**config.mk**
```make
export PLATFORM = sky130hd
export DESIGN_NAME = traffic_light_monitor
export DESIGN_NICKNAME = d
export VERILOG_FILES = /design/src/rtl/traffic_light_pkg.sv /design/src/rtl/traffic_lamp_decoder.sv /design/src/rtl/traffic_light_monitor.sv
export SDC_FILE = /design/constraint.sdc
export NUM_CORES = 1
export LEC_CHECK = 0
export ABC_AREA = 0
export BUFFER_PORTS_ARGS = -buffer_cell sky130_fd_sc_hd__buf_4
export CORE_AREA = 2 2 58 60
export CTS_CLUSTER_DIAMETER = 30
export CTS_CLUSTER_SIZE = 8
export DETAILED_ROUTE_END_ITERATION = 8
export DIE_AREA = 0 0 60 62
export PLACE_DENSITY_LB_ADDON = 0.25
export REMOVE_ABC_BUFFERS = 1
export SLEW_MARGIN = 30
export SYNTH_ARGS = -nofsm -noshare
export SYNTH_HDL_FRONTEND = slang
export SYNTH_SLANG_ARGS = --single-unit
```
**constraint.sdc**
```tcl
create_clock -name clk -period 2.6 [get_ports clk]
set_clock_uncertainty 0.05 [all_clocks]
set_input_delay 0.13 -clock clk [delete_from_list [all_inputs] [get_ports clk]]
set_output_delay 0.13 -clock clk [all_outputs]
set_load 0.03 [all_outputs]
```
**src/rtl/traffic_light_pkg.sv**
```systemverilog
// traffic_light_pkg: definitions shared by the lamp controller and the lamp monitor.
//   phase_e      : lamp phase encoding (00 red, 01 green, 10 yellow)
//   DEF_*_CYCLES : default dwell per phase, in clock samples
//   err_code_e   : monitor error codes (00 none, 01 one-hot, 10 order, 11 dwell)
//   next_phase() : legal successor of a phase (red -> green -> yellow -> red)
package traffic_light_pkg;

  typedef enum logic [1:0] {
    PH_RED    = 2'b00,
    PH_GREEN  = 2'b01,
    PH_YELLOW = 2'b10
  } phase_e;

  localparam int DEF_RED_CYCLES    = 5;
  localparam int DEF_GREEN_CYCLES  = 5;
  localparam int DEF_YELLOW_CYCLES = 2;

  typedef enum logic [1:0] {
    ERR_NONE   = 2'b00,
    ERR_ONEHOT = 2'b01,
    ERR_ORDER  = 2'b10,
    ERR_DWELL  = 2'b11
  } err_code_e;

  function automatic phase_e next_phase(input phase_e p);
    case (p)
      PH_RED:   next_phase = PH_GREEN;
      PH_GREEN: next_phase = PH_YELLOW;
      default:  next_phase = PH_RED;
    endcase
  endfunction

endpackage

```
**src/rtl/traffic_lamp_decoder.sv**
```systemverilog
// traffic_lamp_decoder: combinational decode of the three lamp lines.
//   red, green, yellow : observed lamps
//   valid              : exactly one lamp is lit
//   phase              : phase of the lit lamp (PH_RED when not valid)
//   onehot_err         : zero lamps or more than one lamp lit
module traffic_lamp_decoder
  import traffic_light_pkg::*;
(
  input  logic   red,
  input  logic   green,
  input  logic   yellow,
  output logic   valid,
  output phase_e phase,
  output logic   onehot_err
);

  always_comb begin
    valid = 1'b0;
    phase = PH_RED;
    case ({red, green, yellow})
      3'b100: begin valid = 1'b1; phase = PH_RED;    end
      3'b010: begin valid = 1'b1; phase = PH_GREEN;  end
      3'b001: begin valid = 1'b1; phase = PH_YELLOW; end
      default: ;
    endcase
    onehot_err = ~valid;
  end

endmodule

```
**src/rtl/traffic_light_monitor.sv**
```systemverilog
// traffic_light_monitor: passive checker of the red/green/yellow lamp outputs.
// Locks onto a red onset, then checks one-hot encoding, phase order and the
// dwell of each phase. All outputs are registered (1-cycle latency).
//   clk, rst          : clock, synchronous active-high reset
//   red_i/green_i/yellow_i : observed lamps
//   phase_o           : tracked phase (00 when unlocked)
//   phase_valid_o     : monitor locked
//   err_pulse_o       : one-cycle pulse per error
//   err_sticky_o      : any error since reset
//   err_code_o        : code of first error since reset
//   cycle_done_o      : pulse on each legal yellow->red
//   cycle_count_o     : completed sequences, wrapping
module traffic_light_monitor
  import traffic_light_pkg::*;
#(
  parameter int RED_CYCLES    = DEF_RED_CYCLES,
  parameter int GREEN_CYCLES  = DEF_GREEN_CYCLES,
  parameter int YELLOW_CYCLES = DEF_YELLOW_CYCLES,
  parameter int CNT_W         = 4
) (
  input  logic       clk,
  input  logic       rst,
  input  logic       red_i,
  input  logic       green_i,
  input  logic       yellow_i,
  output logic [1:0] phase_o,
  output logic       phase_valid_o,
  output logic       err_pulse_o,
  output logic       err_sticky_o,
  output logic [1:0] err_code_o,
  output logic       cycle_done_o,
  output logic [7:0] cycle_count_o
);

  typedef enum logic [1:0] {ST_SYNC, ST_RED, ST_GREEN, ST_YELLOW} state_e;

  state_e           state, nxt;
  logic [CNT_W-1:0] dwell, nxt_dwell, dwell_sat;
  logic [CNT_W:0]   dwell_p1, dur;
  logic             fresh, prev_red;

  logic             lamp_valid, onehot_err;
  phase_e           lamp, cur_ph, succ_ph;
  logic             err, done;
  err_code_e        err_code;
  logic [1:0]       nxt_ph;

  traffic_lamp_decoder u_dec (
    .red       (red_i),
    .green     (green_i),
    .yellow    (yellow_i),
    .valid     (lamp_valid),
    .phase     (lamp),
    .onehot_err(onehot_err)
  );

  function automatic state_e ph_to_st(input phase_e p);
    case (p)
      PH_RED:   ph_to_st = ST_RED;
      PH_GREEN: ph_to_st = ST_GREEN;
      default:  ph_to_st = ST_YELLOW;
    endcase
  endfunction

  // Expected lamp and its required dwell for the current locked state.
  always_comb begin
    cur_ph = PH_RED;
    dur    = (CNT_W+1)'(RED_CYCLES);
    case (state)
      ST_GREEN:  begin cur_ph = PH_GREEN;  dur = (CNT_W+1)'(GREEN_CYCLES);  end
      ST_YELLOW: begin cur_ph = PH_YELLOW; dur = (CNT_W+1)'(YELLOW_CYCLES); end
      default: ;
    endcase
    succ_ph = next_phase(cur_ph);
  end

  // One extra bit so dwell+1 cannot wrap before the overrun compare.
  assign dwell_p1  = {1'b0, dwell} + (CNT_W+1)'(1);
  assign dwell_sat = (&dwell) ? dwell : dwell + 1'b1;

  // Next-state / check decision; the checks are mutually exclusive by
  // priority, so at most one error is raised per sample.
  always_comb begin
    err       = 1'b0;
    err_code  = ERR_NONE;
    nxt       = state;
    nxt_dwell = dwell;
    done      = 1'b0;
    if (onehot_err) begin
      err      = 1'b1;
      err_code = ERR_ONEHOT;
    end else if (state == ST_SYNC) begin
      // Only a genuine red onset locks; a red held over from an error
      // sample (prev_red=1) does not.
      if (lamp == PH_RED && (fresh || !prev_red)) begin
        nxt       = ST_RED;
        nxt_dwell = CNT_W'(1);
      end
    end else if (lamp == cur_ph) begin
      if (dwell_p1 > dur) begin
        err      = 1'b1;
        err_code = ERR_DWELL;
      end else begin
        nxt_dwell = dwell_sat;
      end
    end else if (lamp == succ_ph) begin
      if ({1'b0, dwell} != dur) begin
        err      = 1'b1;
        err_code = ERR_DWELL;
      end else begin
        nxt       = ph_to_st(succ_ph);
        nxt_dwell = CNT_W'(1);
        done      = (state == ST_YELLOW);
      end
    end else begin
      err      = 1'b1;
      err_code = ERR_ORDER;
    end
    if (err) begin
      nxt       = ST_SYNC;
      nxt_dwell = '0;
    end
  end

  always_comb begin
    case (nxt)
      ST_GREEN:  nxt_ph = PH_GREEN;
      ST_YELLOW: nxt_ph = PH_YELLOW;
      default:   nxt_ph = PH_RED;
    endcase
  end

  always_ff @(posedge clk) begin
    if (rst) begin
      state         <= ST_SYNC;
      dwell         <= '0;
      fresh         <= 1'b1;
      prev_red      <= 1'b0;
      phase_o       <= '0;
      phase_valid_o <= 1'b0;
      err_pulse_o   <= 1'b0;
      err_sticky_o  <= 1'b0;
      err_code_o    <= '0;
      cycle_done_o  <= 1'b0;
      cycle_count_o <= '0;
    end else begin
      state         <= nxt;
      dwell         <= nxt_dwell;
      fresh         <= 1'b0;
      prev_red      <= red_i;
      phase_o       <= nxt_ph;
      phase_valid_o <= (nxt != ST_SYNC);
      err_pulse_o   <= err;
      cycle_done_o  <= done;
      if (err) err_sticky_o <= 1'b1;
      if (err && err_code_o == ERR_NONE) err_code_o <= err_code;
      if (done) cycle_count_o <= cycle_count_o + 8'd1;
    end
  end

endmodule
```
Word level (Yosys, flattened, before mapping). Cells that the tools add are included.

Bits in registers: 24. Input port bits: 5. Word-level logic and storage cells: 85.

$add $sub $neg: 3. $lt $le $gt $ge: 1. Equality and inequality tests: 16. Muxes and demuxes: 39. Reduce and logical (&&, ||, !) cells: 15.

Operators with widths (number): 4-bit two-way mux (7); 2-bit two-way mux (13); 2-bit case mux with 2 select lines (5); 1-bit two-way mux (13); 2-bit logical NOT (5); 3-bit inequality test (second input constant) (3); 8-bit by 1-bit adder with 8-bit output (second input constant) (1); 2-bit equality test (second input constant) (4); 6-bit AND reduction (1); 4-bit by 1-bit adder with 5-bit output (second input constant) (1); 5-bit greater-than comparator (1); 4-bit by 5-bit inequality test with 1-bit output (1); 4-bit by 1-bit adder with 4-bit output (second input constant) (1); 2-bit by 1-bit equality test with 1-bit output (second input constant) (2); 2-bit equality test (2); 4-bit AND reduction (1); 3-bit by 1-bit equality test with 1-bit output (second input constant) (1); 3-bit by 2-bit equality test with 1-bit output (second input constant) (1); 3-bit equality test (second input constant) (1); 3-bit two-way mux (1); 3-bit nonzero test (1); 3-bit OR reduction (1); 1-bit logical AND (2); 2-bit by 1-bit inequality test with 1-bit output (second input constant) (1); other kinds (4) (4).

Logic depth before layout (Yosys ltp). Gate-level depths: netlist (run 1).

Word-level depth: 14. Mapped depth: 10.

Modules after synthesis. From an unflattened synthesis (run 1), not the netlist that was laid out.

Cells, all modules: 155. Area total of the unflattened synthesis: 1383.8 um^2.

By module, submodules not included: traffic_light_monitor (instances 1, cells each 149, area an instance 1342.5 um^2, sequential area each 480.5 um^2); traffic_lamp_decoder (instances 1, cells each 6, area an instance 41.3 um^2, sequential area each 0.0 um^2).

Worst setup path before layout (run 1). No wires, ideal clock.

Path kind: register to register. From: register state[1]. To: register phase_o[1]. Setup time: 61 ps. Arrival time: 2590 ps. Setup slack: -101 ps. Stages on the path, launching flop included: 11. Path buffers: 2. Cell sequence: dfxtp_1 -> buf_2 -> and2_1 -> clkbuf_2 -> inv_1 -> ha_1 -> or4b_1 -> a211oi_2 -> o221ai_2 -> nor4_4 -> o2111a_1.

Word-level cells in the longest chain between the ends: 14. Elaborated cells on any way between the ends: 31. Those cells by class: order compare: 1; eq/ne: 9; mux: 18; reduce/logical: 3.

Ends and longest elaborated chain: from (decl) (RTL line traffic_light_monitor.sv:37) `state_e state, nxt;`; from (signal assigned) (RTL line traffic_light_monitor.sv:147) `state <= nxt;`; 2-bit equality test (RTL line traffic_light_monitor.sv:69) `case (state)`; 2-bit case mux with 2 select lines (RTL line traffic_light_monitor.sv:69); 2-bit by 1-bit equality test with 1-bit output / 2-bit logical NOT (equally long branches) (RTL line traffic_light_pkg.sv:26) `case (p)`; 2-bit case mux with 2 select lines (RTL line traffic_light_pkg.sv:26); 2-bit by 1-bit equality test with 1-bit output / 2-bit logical NOT (equally long branches) (RTL line traffic_light_monitor.sv:58) `case (p)`; 2-bit case mux with 2 select lines (RTL line traffic_light_monitor.sv:58); 2-bit two-way mux (RTL line traffic_light_monitor.sv:107) `if ({1'b0, dwell} != dur) begin`; 2-bit two-way mux (RTL line traffic_light_monitor.sv:106) `end else if (lamp == succ_ph) begin`; 2-bit two-way mux (RTL line traffic_light_monitor.sv:99) `end else if (lamp == cur_ph) begin`; 2-bit two-way mux (RTL line traffic_light_monitor.sv:92) `end else if (state == ST_SYNC) begin`; 2-bit two-way mux (RTL line traffic_light_monitor.sv:89) `if (onehot_err) begin`; 2-bit two-way mux (*) (RTL line traffic_light_monitor.sv:119) `if (err) begin`; 2-bit equality test (RTL line traffic_light_monitor.sv:126) `case (nxt)`; 2-bit case mux with 2 select lines (*) (RTL line traffic_light_monitor.sv:126); to (signal assigned) (RTL line traffic_light_monitor.sv:151) `phase_o <= nxt_ph;`; to (decl) (RTL line traffic_light_monitor.sv:26) `output logic [1:0] phase_o,`.

Mark *: on every way between the ends. The rest lies on a longest branch, timed or not. A chain may end at the register's enable or synchronous reset.

Worst setup path after layout (run 1).
From: register state[1]. To: register cycle_count_o[6].

Word-level cells in the longest chain between the ends: 9. Elaborated cells on any way between the ends: 16. Those cells by class: eq/ne: 6; mux: 8; reduce/logical: 2.

Ends and longest elaborated chain: 2-bit equality test (on tied branches) (RTL line traffic_light_monitor.sv:69, traffic_light_monitor.sv:113); 2-bit case mux with 2 select lines (RTL line traffic_light_monitor.sv:69); 2-bit by 1-bit equality test with 1-bit output / 2-bit logical NOT (equally long branches) (RTL line traffic_light_pkg.sv:26); 2-bit case mux with 2 select lines (RTL line traffic_light_pkg.sv:26); 2-bit equality test (RTL line traffic_light_monitor.sv:106); 1-bit two-way mux (RTL line traffic_light_monitor.sv:106); 1-bit two-way mux (RTL line traffic_light_monitor.sv:99); 1-bit two-way mux (*) (RTL line traffic_light_monitor.sv:92); 1-bit two-way mux (*) (RTL line traffic_light_monitor.sv:89); to (signal assigned) (RTL line traffic_light_monitor.sv:157) `if (done) cycle_count_o <= cycle_count_o + 8'd1;`; to (decl) (RTL line traffic_light_monitor.sv:32) `output logic [7:0] cycle_count_o`.

Marked as above.

==> reports/qor.csv, run 1 <==
stage;metric;value;unit
run_status;status;finished clean;
die;fp.coreArea;3179;sq um
pwr;switchingPower;0.1966;mW
logic_synthesis;synth-edff-count;0;
routing;first_iter_violations;80;
cts;clockBufferDepth;2;
finish;syn_to_final_growth;19.23;%
die;rows;21;
logic_synthesis;synthTopCellsByCount;dfxtp_1 (24), nor2_1 (19), nand2_1 (11);
setup_path;slowest_delay;610;ps
global_route;grt.total_usage;21.83;%
logic_synthesis;netlist_instances;181;
pwr;leakage;0.7162;nW
logic_synthesis;synth_seq_cells;24;
cts;clk_pin_slew;140;ps
cts;cts_sinks;24;
die;io_pins;21;
logic_synthesis;syn_area_per_cell;8.447;sq um
cts;clkLatencyLatePin;310;ps
cts;h-tree-depth;1;
die;initial_core_util;48.09;%
pwr;clock_power_share;34.8;%
sta;slew_viol_final;0;
logic_synthesis;yosysUniqueCellTypes;57;
placed_design;dpl_cell_area;1732;sq um
logic_synthesis;synth_most_common_cell;dfxtp_1;
setup_path;path_buf_inv;2;
setup_path;crit_fanout;8;
run;maxCapViolations;0;
cts;cts_buffers;3;
die;chipHeight;62;microns
setup_path;crit_slowest_cell;or4b_1;
setup_path;critPathKind;flop to flop;
global_route;gr-total-overflow;0;
sta;fin_setup_tns;0;ps
pwr;combPwrFrac;16.0;%
setup_path;cp_top_family;simple AND/OR/NAND/NOR gates;
logic_synthesis;synth_area;1529;sq um
sta;rsz0062_at_grt;false;
placed_design;gp_congestion;0.9099;
setup_path;critPathLaunchType;flop;
sta;setup_viol;0;
finish;nFillCells;290;
global_route;grt_pass1_vias;1385;
logic_synthesis;async_flop_share;0;%
logic_synthesis;yosysTopAreaCell;dfxtp_1;
min_path;min_path_type;primary input to flop;
routing;dr.pass1.iters;4;
finish;diodes;0;
die;die_x;60;microns
finish;final_cell_area;1823;sq um
finish;seq_area;480.5;sq um
logic_synthesis;synth_flop_cell;dfxtp_1;
setup_path;crit_chain;and2_1 > inv_1 > ha_1 > or4b_1 > nor4_4 > buf_4 > nand4_1 > xor2_1 > nor2_1;
pwr;p_seq_share;49.2;%
sta;worst_pin_slew;631.3;ps
cts;cts_tree;done;
global_route;grt_pass1_wl;6.285;mm
sta;max_freq;403.9;MHz
sta;hold_viol;0;
setup_path;worstPathRequired;2770;ps
routing;vias;1481;
global_route;grt_max_degree;19;
logic_synthesis;yosysSeqAreaShare;31.42;%
placed_design;post-dp-hpwl;2.707;mm
placed_design;portBuffers;20;
logic_synthesis;yosysWarnings;0;
routing;wl;3.826;mm
sta;fin_crit_sh;95.22;%
sta;post-route-min-period;2476;ps
pwr;power_per_cell_area;426.8;nW/um^2
finish;multi_input_area;967.2;sq um
die;die_area;3720;sq um
global_route;antenna_found_initial;0;
finish;drive_above_1_share;21.46;%
routing;drtAntennaViolNets;0;
sta;whs;121.9;ps
setup_path;cp-end-kind;flop;
routing;drc;0;
routing;drt-wirelength-per-cell;15.24;microns
pwr;swShare;25.27;%
routing;vias_per_cell;5.900;
pwr;vdd_ir_drop_max;0.3734;mV
sta;slew_headroom;57.83;%
pwr;internal-power;0.5815;mW
logic_synthesis;synthTopCellsByArea;dfxtp_1 (31%), nor2_1 (4.7%), xor2_1 (4.6%);
cts;root_buffer;clkbuf_4;
finish;fin_nets;215;
logic_synthesis;synth_top_area_share;31.42;%
setup_path;worstPathArrival;2650;ps
==> placed cells by master (no fill, tap or decap), types with 3 or more instances in the layout <==
master / synthesis / routed
buf_4: 0 / 29
dfxtp_1: 24 / 24
nor2_1: 19 / 19
nand2_1: 11 / 11
inv_1: 10 / 10
nor2b_1: 9 / 9
xor2_1: 8 / 8
a21oi_1: 7 / 7
nand2b_1: 6 / 6
nand4_1: 5 / 5
ha_1: 4 / 4
o21ai_0: 3 / 3
nand3b_1: 3 / 3
nand3_1: 3 / 3
o211ai_1: 3 / 3
and3_1: 3 / 3
a21boi_1: 3 / 3
clkbuf_4: 0 / 3
==> worst paths after layout <==
kind | startpoint | endpoint | slack [ps] | cells past startpoint
setup / recovery | state[1] | cycle_count_o[6] | 120 | 9
hold / removal | red_i | prev_red | 120 | 2
setup reg to reg | state[1] | cycle_count_o[6] | 120 | 9
hold reg to reg | err_sticky_o | err_sticky_o | 410 | 2
==> layer usage <==
layer	vias to the layer above	wire [microns]	global-route usage, %
li1	710	-	-
met4	0	66	8.889
met5	-	0	0
met3	8	243	2.277
met1	697	1593	27.90
met2	66	1923	37.73
==> cell type report <==
| cell class | count | area share, % |
|---|---|---|
| inverter | 10 | 2.059 |
| multi-input combinational | 137 | 53.05 |
| sequential | 24 | 26.36 |
| tap | 46 | 3.157 |
| clock inverter | 1 | 1.647 |
| clock buffer | 3 | 1.235 |
| timing repair buffer | 30 | 12.49 |
==> cells by family after synthesis <==
| logic type | count (synthesis) | share of synthesized area (%) |
|---|---|---|
| DFF | 24 | 31.42 |
| muxes | 1 | 0.6547 |
| AOI/OAI and AO/OA | 45 | 22.91 |
| xor gates and xnor gates | 10 | 5.729 |
| buffers and inverters | 20 | 5.727 |
| adders and majority gates | 4 | 3.273 |
| and+or+nand+nor | 77 | 30.28 |
==> flip-flops by register name (all words and copies together) (netlist names) <==
signal and cells:
cycle_count_o 8, dwell 4, err_code_o 2, phase_o 2, state 2, cycle_done_o 1, err_pulse_o 1, err_sticky_o 1
fresh 1, phase_valid_o 1, prev_red 1
==> power groups by stage <==
stage | clock (mW) | combinational (mW) | sequential [mW]
3_3_place_gp | 0 | 0.116 | 0.391
5_1_grt | 0.291 | 0.136 | 0.385
2_1_floorplan | 0 | 0.0598 | 0.403
4_1_cts | 0.272 | 0.121 | 0.383
3_5_place_dp | 0 | 0.118 | 0.391
6_report | 0.271 | 0.124 | 0.383
==> worst reg2reg max path, delay by kind of cell, from the launching register on <==
family / cells / cell delay [ps]
simple gates: 5 / 1230
xor+xnor: 1 / 170
fa+ha+maj: 1 / 320
flops: 1 / 360
buf+inv: 2 / 250
==> per-stage QoR <==
step,worst slack (ps),instances,power (mW),util (%)
final,124.3,251,0.7781,57.34
after global routing,3.448,251,0.8118,57.34
after CTS,20.04,248,0.7754,56.43
after detailed placement,59.82,243,0.5095,54.47
after global placement,139.9,243,0.5068,54.47
after floorplan,-270.0,171,0.4629,-
==> repair_timing <==
| action | CTS | global route |
|---|---|---|
| endpoints found under the setup margin | 0 | 13 |
| buffers inserted | 0 | 3 |
| hold buffers | 1 | 0 |
| resized for setup | 0 | 1 |
| endpoints found under the hold margin | 1 | 0 |
Power figures use the tool's default switching activity.
==> run 2: changes to the inputs <==
Settings changed: REMOVE_ABC_BUFFERS 1 to unset.
==> reports/qor.csv, run 2 (same netlist as run 1, synthesis figures left out) <==
stage;metric;value;unit
pwr;clock_power_share;26.8;%
finish;layout.cells.most_common;buf_4;
setup_path;r2r-start;state[0];
run_status;status;finished clean;
global_route;grt_pass1_wl;5.865;mm
global_route;grt.total_usage;21.21;%
setup_path;worstPathArrival;2680;ps
sta;slew_viol_final;0;
die;rows;21;
cts;root_buffer;clkbuf_4;
cts;cts_tree;done;
die;die_x;60;microns
cts;cts_buffers;3;
cts;cts_sinks;24;
finish;drive_above_1_share;24.76;%
sta;worst_pin_slew;545.0;ps
sta;max_freq;403.2;MHz
routing;drt-wirelength-per-cell;15.06;microns
global_route;antenna_found_initial;0;
cts;clk_pin_slew;130;ps
die;io_pins;21;
pwr;p_seq_share;55.1;%
sta;setup_viol;0;
setup_path;cp-end-kind;flop;
die;die_area;3720;sq um
sta;post-route-min-period;2480;ps
global_route;grt_max_degree;19;
finish;seq_area;483.0;sq um
sta;fin_setup_tns;0;ps
finish;syn_to_final_growth;20.46;%
routing;wl;3.794;mm
finish;multi_input_area;988.4;sq um
global_route;gr-total-overflow;0;
die;initial_core_util;48.09;%
die;fp.coreArea;3179;sq um
finish;fin_nets;216;
setup_path;worstReg2RegEnd;phase_o[0];
pwr;combPwrFrac;18.1;%
cts;clkLatencyLatePin;310;ps
die;chipHeight;62;microns
routing;vias;1444;
finish;diodes;0;
sta;worst_slack;119.6;ps
finish;reg.largest.list;cycle_count_o (8), dwell (4);
routing;vias_per_cell;5.730;
finish;mostFrequentLayoutCells;buf_4 (29), dfxtp_1 (22), nor2_1 (19), nand2_1 (11);
pwr;switchingPower;0.1853;mW
finish;final_util;57.93;%
routing;drtAntennaViolNets;0;
sta;hold_viol;0;
setup_path;crit_fanout;6;
placed_design;pre_cts_slack;107.7;ps
finish;largest_reg_flops;8;
finish;nFillCells;304;
logic_synthesis;synth_fp_nets;190;
pwr;internal-power;0.5129;mW
cts;h-tree-depth;1;
min_path;min_path_type;primary input to flop;
run;maxCapViolations;0;
setup_path;crit_end;phase_o[0];
finish;regMostFlops;cycle_count_o;
sta;slew_headroom;63.09;%
cts;clockBufferDepth;2;
setup_path;startpoint;state[0];
setup_path;worstPathRequired;2800;ps
placed_design;post-dp-hpwl;2.807;mm
setup_path;r2r_setup_slack;120;ps
routing;drc;0;
setup_path;critPathKind;flop to flop;
routing;dr.pass1.iters;4;
routing;first_iter_violations;73;
placed_design;portBuffers;20;
pwr;swShare;26.54;%
sta;whs;135.3;ps
global_route;grt_pass1_vias;1239;
placed_design;gp_congestion;0.9467;
pwr;fin_total_pwr;0.6981;mW
min_path;worstHoldStart;red_i;
sta;fin_crit_sh;95.40;%
pwr;leakage;0.7188;nW
setup_path;critPathLaunchType;flop;
pwr;power_per_cell_area;379.0;nW/um^2
pwr;vdd_ir_drop_max;0.2617;mV
setup_path;reg2regPathDepth;10;
## run 2: cell types whose count changed in the layout (fill, tap and decap cells not counted), sizes merged
cell and change:
bufinv -1, clkbuf +1, clkdlybuf4s15 +1
## run 2: layer usage
layer  part of all wire [%]  wire length (microns)  track usage (%)  vias to the layer above
li1                       -                      -                -                      713
met1                     47                   1767            28.70                      682
met2                     48                   1820            34.32                       45
met3                    4.6                    175            4.969                        4
met4                   0.82                     31            5.079                        0
met5                      0                      0                0                        -
## run 2: metrics by stage
stage / instances / cell area (sq um)
after detailed placement: 244 / 1739
final: 252 / 1842
after global placement: 244 / 1739
after floorplan: 181 / 1529
after global routing: 252 / 1842
after CTS: 249 / 1785
## run 2: worst max-delay path, cell delays in order (launching register included)
cell and delay [ps]:
dfxtp_1 350, and2_1 160, buf_4 160, inv_1 50
ha_1 290, nor2b_1 130, o221ai_1 270, a32oi_2 210
nor4_4 340, clkdlybuf4s15_2 270, nor2b_1 130
## run 2: repair_timing
action                     in CTS  in global routing
resized for setup               0                  6
setup endpoints to repair       0                 15
setup buffers                   0                  2
hold buffers                    1                  0
hold endpoints to repair        1                  0
## run 2: layout make-up
| type | count | share of cell area (%) |
|---|---|---|
| inverter | 10 | 2.038 |
| sequential | 24 | 26.22 |
| timing repair buffer | 31 | 12.98 |
| multi-input combinational | 137 | 53.67 |
| clock buffer | 4 | 1.970 |
| tap | 46 | 3.125 |
## run 2: worst min path at each step
stage	endpoint	slack, ps	cells past startpoint
6_report	prev_red	140	2
5_1_grt	prev_red	120	2
4_1_cts	prev_red	120	2
3_5_place_dp	fresh	330	1
3_3_place_gp	fresh	330	1
2_1_floorplan	fresh	110	0
## run 2: power by group through the flow
stage | Combinational [mW] | Clock [mW] | Sequential (mW)
2_1_floorplan | 0.0716 | 0 | 0.401
3_3_place_gp | 0.116 | 0 | 0.391
3_5_place_dp | 0.118 | 0 | 0.392
4_1_cts | 0.120 | 0.195 | 0.384
5_1_grt | 0.138 | 0.207 | 0.386
6_report | 0.126 | 0.187 | 0.385
==> run 3: changes to the inputs <==
--- a/config.mk
+++ b/config.mk
@@ -15,2 +15,3 @@
 export PLACE_DENSITY_LB_ADDON = 0.25
+export SETUP_SLACK_MARGIN = 0.5
 export SLEW_MARGIN = 30
--- a/constraint.sdc
+++ b/constraint.sdc
@@ -4,2 +4,2 @@
 set_output_delay 0.13 -clock clk [all_outputs]
-set_load 0.03 [all_outputs]
+set_load 0.05 [all_outputs]
==> reports/qor.csv, run 3 (same netlist as run 1, synthesis figures left out) <==
stage;metric;value;unit
pwr;combPwrFrac;19.7;%
routing;dr.pass1.iters;4;
cts;clkLatencyLatePin;320;ps
die;chipHeight;62;microns
sta;max_freq;428.5;MHz
routing;wl;4.050;mm
sta;slew_headroom;65.81;%
setup_path;cp-end-kind;flop;
pwr;fin_total_pwr;0.7344;mW
finish;fin_nets;224;
setup_path;worstReg2RegEnd;phase_o[1];
die;die_x;60;microns
setup_path;crit_fanout;5;
finish;layout.cells.most_common;buf_4;
cts;clk_pin_slew;130;ps
sta;fin_setup_tns;0;ps
die;rows;21;
global_route;grt_pass1_wl;5.899;mm
placed_design;gp_congestion;1.068;
pwr;internal-power;0.5199;mW
pwr;leakage;0.7752;nW
sta;post-route-min-period;2333;ps
sta;worst_slack;266.5;ps
finish;largest_reg_flops;8;
min_path;min_path_type;primary input to flop;
routing;drc;0;
finish;drive_above_1_share;34.58;%
setup_path;critPathKind;flop to flop;
sta;worst_pin_slew;509.2;ps
placed_design;pre_cts_slack;107.3;ps
finish;stdcell_count;260;
setup_path;critPathLaunchType;flop;
pwr;switchingPower;0.2145;mW
placed_design;post-dp-hpwl;2.657;mm
pwr;swShare;29.21;%
sta;setup_viol;0;
sta;slew_viol_final;0;
placed_design;dp_cells;241;
die;io_pins;21;
finish;syn_to_final_growth;31.01;%
global_route;grt_pass1_vias;1279;
min_path;worstHoldStart;red_i;
sta;rsz0062_at_grt;true;
finish;diodes;0;
finish;mostFrequentLayoutCells;buf_4 (33), dfxtp_1 (20), nor2_1 (19), nand2_1 (10), inv_1 (9);
run;maxCapViolations;0;
setup_path;r2r-start;state[0];
cts;cts_sinks;24;
routing;vias;1515;
pwr;p_seq_share;52.4;%
pwr;clock_power_share;27.9;%
setup_path;crit_end;phase_o[1];
finish;regMostFlops;cycle_count_o;
setup_path;worstPathArrival;2560;ps
placed_design;portBuffers;20;
cts;cts_tree;done;
setup_path;reg2regPathDepth;9;
logic_synthesis;synth_fp_nets;190;
cts;root_buffer;clkbuf_4;
setup_path;worstPathRequired;2830;ps
die;die_area;3720;sq um
routing;drtAntennaViolNets;0;
routing;drt-wirelength-per-cell;15.58;microns
cts;cts_buffers;3;
sta;fin_crit_sh;89.75;%
finish;nFillCells;264;
finish;reg.largest.list;cycle_count_o (8), dwell (4);
global_route;gr-total-overflow;0;
routing;vias_per_cell;5.827;
cts;clockBufferDepth;2;
die;initial_core_util;48.09;%
global_route;grt_max_degree;19;
cts;h-tree-depth;1;
pwr;power_per_cell_area;366.6;nW/um^2
die;fp.coreArea;3179;sq um
sta;hold_viol;0;
run_status;status;finished clean;
setup_path;r2r_setup_slack;270;ps
global_route;grt.total_usage;21.34;%
pwr;vdd_ir_drop_max;0.2578;mV
global_route;antenna_found_initial;0;
routing;first_iter_violations;80;
setup_path;startpoint;state[0];
-- run 3: repair_timing --
item / in CTS / in global routing
hold endpoints to repair: 1 / 0
pin swaps: 10 / 11
buffers inserted: 6 / 7
hold buffers: 1 / 0
resized for setup: 11 / 13
endpoints found under the setup margin: 20 / 20
gates cloned: 1 / 0
-- run 3: worst min-delay path by stage --
stage,endpoint,slack [ps],depth (start not counted)
floorplan,fresh,110,0
global placement,fresh,330,1
detailed placement,fresh,330,1
CTS,prev_red,90,2
global route,prev_red,90,2
finish,prev_red,90,2
-- run 3: per-stage QoR --
| stage | instance area [sq um] | utilization (%) | hold WS [ps] |
|---|---|---|---|
| global route | 2003 | 63.01 | 90.93 |
| global placement | 1749 | 55.02 | 327.4 |
| CTS | 1878 | 59.07 | 91.44 |
| detailed placement | 1749 | 55.02 | 329.9 |
| finish | 2003 | 63.01 | 92.71 |
| floorplan | 1577 | - | 107.7 |
-- run 3: routing by layer --
layer  GRT usage (%)  share of wire [%]
met1           27.74                 43
met2           34.16                 46
met3           3.520                7.6
met4           11.11                3.8
met5               0                  0
-- run 3: power by group through the flow --
| stage | clock (mW) | combinational [mW] | sequential, mW |
|---|---|---|---|
| after floorplan | 0 | 0.0736 | 0.410 |
| after global placement | 0 | 0.126 | 0.392 |
| after detailed placement | 0 | 0.127 | 0.392 |
| after CTS | 0.206 | 0.135 | 0.384 |
| after global routing | 0.223 | 0.155 | 0.386 |
| final | 0.205 | 0.145 | 0.385 |
-- run 3: critical path, stage by stage (launching register included) --
cell and delay [ps]:
dfxtp_2 360, and2_4 190, inv_8 40, ha_4 250
or4b_4 490, a211oi_2 210, o221ai_2 150, nor4_4 170
buf_4 180, o2111a_1 190
-- run 3: area by class of cell --
cell class / instances / area, sq um / area share (%)
inverter: 10 / 45.04 / 2.249
sequential: 24 / 488.0 / 24.36
tap: 46 / 57.56 / 2.873
timing repair buffer: 39 / 307.8 / 15.37
multi-input combinational: 137 / 1069 / 53.34
clock buffer: 4 / 36.28 / 1.811
